[src/rtl/and16_pkg.sv]
`default_nettype none
// +--------------------------------------------------------------------+
// | Module   : and16_pkg                                               |
// | Purpose  : Shared types and constants for the and16_unit datapath. |
// | Revision : 1.0  initial release                                    |
// +--------------------------------------------------------------------+
package and16_pkg;

  // Operand/result width used when the unit is built at its native size.
  localparam int DEFAULT_WIDTH = 16;

  // One AND result as it travels through the skid entry and output register.
  // The zero flag is carried with the data so it is never recomputed
  // downstream of the registers.
  typedef struct packed {
    logic [DEFAULT_WIDTH-1:0] data;
    logic                     zero;
  } and_result_t;

endpackage : and16_pkg
`default_nettype wire

[src/rtl/and16_skid.sv]
`default_nettype none
// +--------------------------------------------------------------------+
// | Module   : and16_skid                                              |
// | Purpose  : Generic 2-entry valid/ready skid buffer (output register|
// |            plus one skid entry). Upstream ready comes straight     |
// |            from a flop, yet a full 1 item/cycle stream is kept.    |
// | Revision : 1.0  initial release                                    |
// +--------------------------------------------------------------------+
module and16_skid
  import and16_pkg::*;
#(
  parameter type T = and_result_t
) (
  input  logic clk,
  input  logic rst,
  input  logic i_valid,
  output logic o_ready,
  input  T     i_data,
  output logic o_valid,
  input  logic i_ready,
  output T     o_data
);

  T     r_out;
  T     r_skid;
  logic r_out_valid;
  logic r_skid_valid;
  logic r_in_ready;

  logic w_accept;
  logic w_out_free;

  assign w_accept   = i_valid && r_in_ready;
  // The output register may be (re)loaded when it is empty or is handing
  // its item to the consumer on this same edge.
  assign w_out_free = !r_out_valid || i_ready;

  // Output register refills from the skid entry first so order is kept;
  // the skid entry only fills when the output register is stuck.
  always_ff @(posedge clk) begin
    if (rst) begin
      r_out        <= '0;
      r_skid       <= '0;
      r_out_valid  <= 1'b0;
      r_skid_valid <= 1'b0;
      r_in_ready   <= 1'b1;
    end else if (w_out_free) begin
      if (r_skid_valid) begin
        // ready was low, so no accept can coincide with this refill
        r_out        <= r_skid;
        r_out_valid  <= 1'b1;
        r_skid_valid <= 1'b0;
        r_in_ready   <= 1'b1;
      end else if (w_accept) begin
        r_out       <= i_data;
        r_out_valid <= 1'b1;
      end else begin
        // data is left in place; only the valid flag drops
        r_out_valid <= 1'b0;
      end
    end else if (w_accept) begin
      r_skid       <= i_data;
      r_skid_valid <= 1'b1;
      r_in_ready   <= 1'b0;
    end
  end

  assign o_ready = r_in_ready;
  assign o_valid = r_out_valid;
  assign o_data  = r_out;

endmodule : and16_skid
`default_nettype wire

[src/rtl/and16_unit.sv]
`default_nettype none
// +--------------------------------------------------------------------+
// | Module   : and16_unit                                              |
// | Purpose  : Registered bitwise AND (s = a & b) with zero flag,      |
// |            valid/ready on both sides, 1-cycle latency.             |
// | Options  : AND16_UNIT_OP_COUNT_EN adds op_count[15:0], a wrapping  |
// |            count of completed output transfers.                    |
// | Revision : 1.0  initial release                                    |
// +--------------------------------------------------------------------+
module and16_unit
  import and16_pkg::*;
#(
  parameter int WIDTH = DEFAULT_WIDTH
) (
  input  logic             clk,
  input  logic             rst,
  input  logic             in_valid,
  output logic             in_ready,
  input  logic [WIDTH-1:0] a,
  input  logic [WIDTH-1:0] b,
  output logic             out_valid,
  input  logic             out_ready,
  output logic [WIDTH-1:0] s,
  output logic             zero
`ifdef AND16_UNIT_OP_COUNT_EN
  ,
  output logic [15:0]      op_count
`endif
);

  // Same layout as and_result_t, sized to this instance's WIDTH.
  typedef struct packed {
    logic [WIDTH-1:0] data;
    logic             zero;
  } res_t;

  res_t w_res;
  res_t w_out;

  // Result and its zero flag are formed before the registers, so both
  // leave the unit from flops.
  always_comb begin
    w_res      = '0;
    w_res.data = a & b;
    w_res.zero = ~|(a & b);
  end

  and16_skid #(
    .T (res_t)
  ) u_skid (
    .clk     (clk),
    .rst     (rst),
    .i_valid (in_valid),
    .o_ready (in_ready),
    .i_data  (w_res),
    .o_valid (out_valid),
    .i_ready (out_ready),
    .o_data  (w_out)
  );

  assign s    = w_out.data;
  assign zero = w_out.zero;

`ifdef AND16_UNIT_OP_COUNT_EN
  logic [15:0] r_op_count;

  // Count every completed output handshake; wraps naturally at 16 bits.
  always_ff @(posedge clk) begin
    if (rst) begin
      r_op_count <= 16'h0000;
    end else if (out_valid && out_ready) begin
      r_op_count <= r_op_count + 16'h0001;
    end
  end

  assign op_count = r_op_count;
`endif

endmodule : and16_unit
`default_nettype wire

[config.mk]
export PLATFORM = sky130hd
export DESIGN_NAME = and16_unit
export DESIGN_NICKNAME = d
export VERILOG_FILES = /design/src/rtl/and16_pkg.sv /design/src/rtl/and16_skid.sv /design/src/rtl/and16_unit.sv
export SDC_FILE = /design/constraint.sdc
export NUM_CORES = 1
export LEC_CHECK = 0
export CAP_MARGIN = 30
export CORE_UTILIZATION = 44
export DETAILED_ROUTE_END_ITERATION = 12
export PLACE_DENSITY = 0.84
export SKIP_CTS_REPAIR_TIMING = 1
export SLEW_MARGIN = 30
export SYNTH_ARGS = -nofsm -noshare
export SYNTH_HDL_FRONTEND = slang
export SYNTH_SLANG_ARGS = --single-unit
[constraint.sdc]
create_clock -name clk -period 1.3 [get_ports clk]
set_input_delay 0.26 -clock clk [delete_from_list [all_inputs] [get_ports clk]]
set_output_delay 0.26 -clock clk [all_outputs]
set_load 0.05 [all_outputs]
Word-level counts from Yosys, hierarchy flattened
Cells that the tools add are included.

word-level totals
  flip-flop bits (word level) = 37
  word-level logic and storage cells = 28

operators by class
  equality and inequality tests = 1
  multiplexer cells = 7
  bitwise gates (word level) = 2
  reduce and logical (&&, ||, !) cells = 11

operator list
  kind                                           count
  2-to-1 mux 17 bit                              2
  bitwise AND 16 bit                             1
  OR reduction 16 bit                            1
  AND reduction 2 bit                            3
  2-to-1 mux 1 bit                               5
  nonzero test 2 bit                             2
  logical NOT 1 bit                              2
  != test 2 x 1 -> 1 bit, second input constant  1
  OR reduction 2 bit                             1
  logical AND 1 bit                              1
  logical OR 1 bit                               1
  inverter 1 bit                                 1

Depth between registers and ports, before layout
Gate-level depths: netlist of run 1.

  depth after elaboration = 5
  depth in mapped cells = 6
  depth with buffers taken out = 4

Modules after synthesis
From an unflattened synthesis of run 1, not the netlist that was laid out.

second synthesis, totals
  cells, all modules = 187
  area, all modules = 1700.4 um^2

by module, submodules not included
  module      times used  cells each  area an instance (um^2)  seq. area each (um^2)
  and16_skid  1           166         1549.0                   740.7
  and16_unit  1           21          151.4                    0.0

Least setup slack after synthesis of run 1
OpenSTA, ideal clock, no wires.

  path kind = reg-to-reg
  start = reg u_skid.r_out_valid (netlist: u_skid.o_valid)
  end = reg u_skid.r_skid[0] in the netlist's numbering
  setup time = 0.130 ns
  arrival time = 1.527 ns
  data required time = 1.170 ns
  slack = -0.357 ns
  cell stages (with the launch flop) = 6
  buffers on the path = 1
  clock period less this slack = 1.657 ns
  path through = dfxtp_1 -> nor2b_4 -> nand3_1 -> buf_2 -> nand3b_1 -> o31ai_2

on the way
  word-level cells in the longest chain between the ends = 4

RTL lines
  item                                  RTL line          source
  start: declaration                    and16_skid.sv:26  logic r_out_valid;
  start signal: assignment              and16_skid.sv:44  r_out_valid <= 1'b0;
  start signal: assignment              and16_skid.sv:51  r_out_valid <= 1'b1;
  start signal: assignment              and16_skid.sv:56  r_out_valid <= 1'b1;
  logical NOT 1 bit                     and16_skid.sv:36  assign w_out_free = !r_out_valid || i_ready;
  logical OR 1 bit                      and16_skid.sv:36
  inverter 1 bit (no source line)       -
  AND reduction 2 bit (no source line)  -
  end signal: assignment                and16_skid.sv:62  r_skid <= i_data;
  end: declaration                      and16_skid.sv:25  T r_skid;

Every way passes these cells.
A chain may end at the register's enable or synchronous reset.

Worst setup path in the final report of run 1
  start = in in_valid
  end = reg u_skid.r_out, in the netlist u_skid.o_data[14]

on the way
  word-level cells in the longest chain between the ends = 3

RTL lines
  item                                  RTL line          source
  start: declaration                    and16_unit.sv:17  input logic in_valid,
  logical AND 1 bit                     and16_skid.sv:33  assign w_accept = i_valid && r_in_ready;
  nonzero test 2 bit (no source line)   -
  AND reduction 2 bit (no source line)  -
  end signal: assignment                and16_skid.sv:50  r_out <= r_skid;
  end signal: assignment                and16_skid.sv:55  r_out <= i_data;
  end: declaration                      and16_skid.sv:24  T r_out;

Every way passes these cells.

==> flow_metrics.py, run 1 <==
metrics = {
    "power_and_ir_drop": {
        "finalPower_mw": 2.69,
        "peakVddDrop_uv": 701,
        "leakage_nw": 1.26,
        "p_per_area_nw_per_um2": 997,
    },
    "place": {
        "routabilityCongestion": 0.867,
        "dpl.hpwl_um": 3220,
        "io_buffers": 54,
        "dpl_cell_area_um2": 2510,
    },
    "setup_path": {
        "crit_start": "in_valid",
        "critPathLaunchType": "input pin",
        "reg2reg_from": "u_skid.o_valid$_SDFFE_PP0P_",
        "crit_chain": "clkdlybuf4s50_1 -> a21oi_2 -> nor2_2 -> buf_6 -> nor2_1 -> a211oi_1",
        "required_ns": 1.55,
        "crit_arrival_ns": 1.64,
        "crit_fanout": 16,
        "max_stage_delay_ns": 0.54,
        "path_class": "in2reg",
        "critPathBufInv": 2,
        "crit_path_end_kind": "flip-flop",
        "cp_slowest_cell": "clkdlybuf4s50_1",
        "reg2reg_depth": 5,
        "cp.depth": 6,
        "cp_top_family": "buffers and inverters",
    },
    "clocking": {
        "clockBufferDepth": 2,
        "numClockSinks": 37,
        "root_buffer": "clkbuf_4",
        "cts_htree_levels": 2,
        "clkLatencyLatePin_ns": 0.35,
        "clk_transition_reported_paths_ns": 0.12,
        "cts_made_buffers": 5,
        "tritoncts": "built",
    },
    "global_routing": {
        "grt_pass1_wl_um": 6510,
        "antenna_found_initial": 0,
        "grt_start_max_net_pins": 27,
        "track_usage_pct": 23.6,
        "overflow": 0,
        "grt_pass1_vias": 1464,
    },
    "sta": {
        "slew_headroom_pct": 80.4,
        "worst_pin_slew_ns": 0.292,
        "slew_violations": 0,
        "finalHoldViolations": 0,
        "rsz0062_at_grt": "true",
        "fin_crit_ns": 1.38,
        "setup_viol": 2,
        "min_period_over_period_pct": 106,
        "finClkSkew_ns": 0.0105,
        "layout_setup_ws_ns": -0.0831,
        "tns_ns": -0.145,
        "max_freq_mhz": 723,
    },
    "detailed_routing": {
        "vias": 1733,
        "viasPerCell": 5.48,
        "drtIter0Drc": 100,
        "wl_met1_um": 1890,
        "routed_wl_um": 4790,
        "wl_met3_um": 240,
        "drc_errors": 0,
        "postRouteAntennaNets": 0,
        "wire_per_inst_um": 15.2,
        "wl_met2_um": 2570,
        "highest_layer": "met4",
        "dr.pass1.iters": 4,
    },
    "logic_synthesis": {
        "synthTopCellsByArea": "dfxtp_1 (47%), a21oi_1 (11%), a211oi_1 (7.6%)",
        "synth.most_common_cell": "dfxtp_1",
        "ys_seq_area_share_pct": 46.7,
        "synthFlopType": "dfxtp_1",
        "synth_warnings": 0,
        "syn_nets": 237,
        "synth_edf_count": 0,
        "synth_top_area_cell": "dfxtp_1",
        "postSynthCellCount": 201,
        "yosysTopAreaCellShare_pct": 46.7,
        "async_reset_ff_share_pct": 0,
        "synth-seq-cells": 37,
        "synth_area_um2": 1590,
        "synth_area_per_cell_um2": 7.89,
        "synth_commonest_cells": "dfxtp_1 (37), a21oi_1 (35), nor2_1 (32)",
        "synth_cell_types": 25,
    },
    "status": {
        "violations": "setup timing",
        "status": "finished with violations",
    },
    "floorplan": {
        "initial_core_util_pct": 46.8,
        "rows": 21,
        "die_y_um": 62.0,
        "die_x_um": 62.0,
        "core_area_um2": 3390,
        "die-area_um2": 3850,
        "io_pins": 55,
    },
    "hold_path": {
        "hold_path_depth": 3,
        "holdCritStartpoint": "b[8]",
        "hold_class": "in2reg",
    },
    "finish": {
        "multiInputGateArea_um2": 812,
        "final_cell_area_um2": 2700,
        "drive_above_1_share_pct": 25.6,
        "regArea_um2": 746,
        "n_fill_cell": 195,
        "nNetsFinal": 305,
        "insertedDiodeCount": 0,
        "area_delta_synth_final_pct": 70.2,
    },
    "flow_run": {
        "drv_cap": 0,
    },
}
-- cell type report --
cell class,instances,area share (%)
timing repair buffer,75,37.7
multi-input combinational,150,30.1
sequential,37,27.6
tap,46,2.13
clock buffer,6,1.90
clock inverter,2,0.510
-- stage by stage --
step	hold WS (ns)	cells	util, %	worst slack, ns
floorplan	0.407	201	-	0.00312
global placement	0.439	306	74.0	-0.394
detailed placement	0.444	306	74.0	-0.480
CTS	0.460	314	75.9	-0.115
global route	0.182	316	79.6	-0.146
finish	0.184	316	79.6	-0.0831
-- where the power goes --
group,leakage [nW],internal (mW),switching [mW]
Clock,0.0382,0.264,0.396
Combinational,0.919,0.389,0.391
Sequential,0.303,1.19,0.0610
Total,1.26,1.84,0.848
-- final timing paths --
kind / to / slack [ns]
worst max-delay path: u_skid.o_data[14]$_SDFFE_PP0P_ / -0.08
worst min-delay path: u_skid.r_skid[9]$_SDFFE_PP0P_ / 0.18
worst max register to register: u_skid.o_data[14]$_SDFFE_PP0P_ / -0.07
worst min register to register: u_skid.r_skid[12]$_SDFFE_PP0P_ / 0.46
-- sequential cells by signal, summed over array words and instances, names as in the netlist --
register,count
u_skid.r_skid_valid,1
u_skid.o_valid,1
u_skid.o_data,17
u_skid.o_ready,1
u_skid.r_skid,17
-- cell families after synthesis --
group	Yosys count	share of synthesized area (%)
flops	37	46.7
buf+inv	14	4.34
compound gates	55	21.1
simple gates	95	27.9
-- tightest hold or removal path: cells and delay by family --
kind            cells  cell delay, ns
buf+inv             1            0.13
simple gates        1            0.06
compound gates      1            0.05
-- cells in the final DEF (no fill, tap or decap), drive strengths merged --
cell,n
o21ai,1
clkinv,2
o31ai,1
or4,1
nand3,17
nor2b,1
buf,40
nand2b,1
nand4,4
dlymetal6s2s,29
or2,1
clkbuf,6
a211oi,17
nand2,32
nor3,2
nor2,33
dfxtp,37
a21oi,36
and3,1
clkdlybuf4s50,6
nand3b,2
-- per-layer routing --
layer / global-route usage, % / up-vias
li1: - / 846
met3: 6.00 / 9
met5: 0 / -
met4: 6.98 / 0
met2: 41.9 / 58
met1: 27.7 / 820
Note: power is estimated with default switching activity, not from simulation.
==> inputs of run 2 (changes only) <==
Settings changed: CELL_PAD_IN_SITES_DETAIL_PLACEMENT set to 1, CELL_PAD_IN_SITES_GLOBAL_PLACEMENT set to 2, CORE_UTILIZATION 44 to 24, PLACE_DENSITY 0.84 to 0.83.
==> run 2 against run 1 <==
The run now ends clean; die area is 80% higher; worst hold slack gained 0.10 ns; sequential share of layout area down 1.0 points; via count is 6.5% lower; clock-buffer cell count up 2; clock power up 16%; maximum frequency grew 9.7%; critical endpoint is now u_skid.r_skid[9]$_SDFFE_PP0P_; largest cell class unchanged; largest power group unchanged.
==> flow_metrics.py, run 2 (same netlist as run 1, synthesis figures left out) <==
metrics = {
    "finish": {
        "area_delta_synth_final_pct": 77.5,
        "final_cell_mix": "a21oi_1 (35), dlymetal6s2s_1 (34), dfxtp_1 (34)",
        "drive_above_1_share_pct": 27.7,
        "nNetsFinal": 306,
        "insertedDiodeCount": 0,
        "multiInputGateArea_um2": 840,
        "regArea_um2": 749,
        "stdcell_count": 348,
        "n_fill_cell": 717,
        "mostFrequentLayoutCell": "a21oi_1",
    },
    "floorplan": {
        "core_area_um2": 6350,
        "initial_core_util_pct": 25.0,
        "rows": 29,
        "die_x_um": 83.3,
        "die-area_um2": 6930,
        "die_y_um": 83.3,
        "io_pins": 55,
    },
    "clocking": {
        "cts_made_buffers": 5,
        "tritoncts": "built",
        "clockBufferDepth": 2,
        "root_buffer": "clkbuf_8",
        "clk_transition_reported_paths_ns": 0.07,
        "numClockSinks": 37,
        "cts_htree_levels": 2,
        "clkLatencyLatePin_ns": 0.28,
    },
    "detailed_routing": {
        "routed_wl_um": 5010,
        "wl_met3_um": 122,
        "wl_met1_um": 2220,
        "vias": 1621,
        "wl_met2_um": 2640,
        "highest_layer": "met4",
        "drtIter0Drc": 26,
        "dr.pass1.iters": 6,
        "viasPerCell": 4.66,
        "postRouteAntennaNets": 0,
        "wire_per_inst_um": 14.4,
        "drc_errors": 0,
    },
    "global_routing": {
        "grt_pass1_vias": 1636,
        "track_usage_pct": 14.4,
        "grt_start_max_net_pins": 36,
        "overflow": 0,
        "antenna_found_initial": 0,
        "grt_pass1_wl_um": 7910,
    },
    "setup_path": {
        "required_ns": 1.50,
        "critPathLaunchType": "flip-flop",
        "crit_arrival_ns": 1.46,
        "critPathCapture": "u_skid.r_skid[9]$_SDFFE_PP0P_",
        "path_class": "reg2reg",
        "rr_endpoint": "u_skid.r_skid[9]$_SDFFE_PP0P_",
        "r2r_slack_ns": 0.04,
        "crit_chain": "nor2b_4 -> and3_2 -> buf_12 -> nand3_1 -> a21oi_1",
        "crit_fanout": 13,
        "crit_path_end_kind": "flip-flop",
        "reg2reg_from": "u_skid.o_valid$_SDFFE_PP0P_",
        "cp_slowest_cell": "dfxtp_4",
        "crit_start": "u_skid.o_valid$_SDFFE_PP0P_",
        "max_stage_delay_ns": 0.34,
        "reg2reg_depth": 5,
    },
    "hold_path": {
        "hold_class": "in2reg",
        "holdCritStartpoint": "b[0]",
    },
    "flow_run": {
        "drv_cap": 0,
    },
    "sta": {
        "fin_crit_ns": 1.26,
        "finClkSkew_ns": 0.00708,
        "min_period_over_period_pct": 96.9,
        "worst_pin_slew_ns": 0.280,
        "tns_ns": 0,
        "max_freq_mhz": 793,
        "slew_headroom_pct": 81.3,
        "finalHoldViolations": 0,
        "setup_viol": 0,
        "holdWs_ns": 0.284,
        "slew_violations": 0,
    },
    "place": {
        "dpl.hpwl_um": 3660,
        "io_buffers": 54,
        "placed_cells": 338,
        "routabilityCongestion": 0.779,
    },
    "power_and_ir_drop": {
        "p_sw_share_pct": 29.9,
        "share_comb_of_total_power_pct": 28.7,
        "finalPower_mw": 2.82,
        "clock_power_share_pct": 27.0,
        "seqPwrFrac_pct": 44.3,
        "p_per_area_nw_per_um2": 1000,
        "peakVddDrop_uv": 473,
        "intPower_mw": 1.98,
        "leakage_nw": 1.32,
        "switchingPower_mw": 0.842,
    },
    "status": {
        "status": "complete, no violations",
    },
}
==> run 2: cell count changes in the layout (fill, tap and decap cells not counted), moves of 4 or more <==
cell	change
nand2_2	+6
clkdlybuf4s50_1	-5
nand2_1	-6
dlymetal6s2s_1	+5
clkbuf_8	+4
clkbuf_4	-5
==> run 2: power by group through the flow <==
stage	Clock [mW]	Sequential [mW]	Combinational [mW]
final	0.762	1.25	0.809
after global routing	0.848	1.26	0.861
after CTS	0.794	1.25	0.787
after detailed placement	0	1.28	0.785
after global placement	0	1.28	0.776
after floorplan	0	1.42	0.188
==> run 2: area by class of cell <==
cell class | count | share of cell area (%)
clock buffer | 8 | 2.85
multi-input combinational | 150 | 29.8
sequential | 37 | 26.6
tap | 77 | 3.42
timing repair buffer | 76 | 37.3
==> run 2: through the flow <==
stage               cell area (um^2)  setup WS [ns]  utilization (%)
floorplan                       1600        0.00312                -
global placement                2550         -0.422             40.2
detailed placement              2550         -0.480             40.2
CTS                             2630         -0.164             41.5
global route                    2810        -0.0389             44.3
finish                          2810         0.0397             44.3
==> run 2: routing by layer <==
layer  vias to the layer above  global-route usage [%]
li1                        838                       -
met1                       755                    17.7
met2                        26                    25.1
met3                         2                    2.58
met4                         0                    4.70
met5                         -                       0
==> run 2: how the worst min path moves through the flow <==
stage                                      to  depth (start not counted)
3_5_place_dp    u_skid.r_skid[9]$_SDFFE_PP0P_                          2
5_1_grt         u_skid.r_skid[2]$_SDFFE_PP0P_                          3
4_1_cts         u_skid.r_skid[9]$_SDFFE_PP0P_                          2
2_1_floorplan  u_skid.r_skid[10]$_SDFFE_PP0P_                          2
3_3_place_gp    u_skid.r_skid[4]$_SDFFE_PP0P_                          2
6_report        u_skid.r_skid[1]$_SDFFE_PP0P_                          3
==> run 2: critical path: cells and delay by family, from the launching register on <==
family,cells,cell delay [ns]
and+or+nand+nor,3,0.54
AOI/OAI and AO/OA,1,0.16
DFF,1,0.34
buffers and inverters,1,0.15
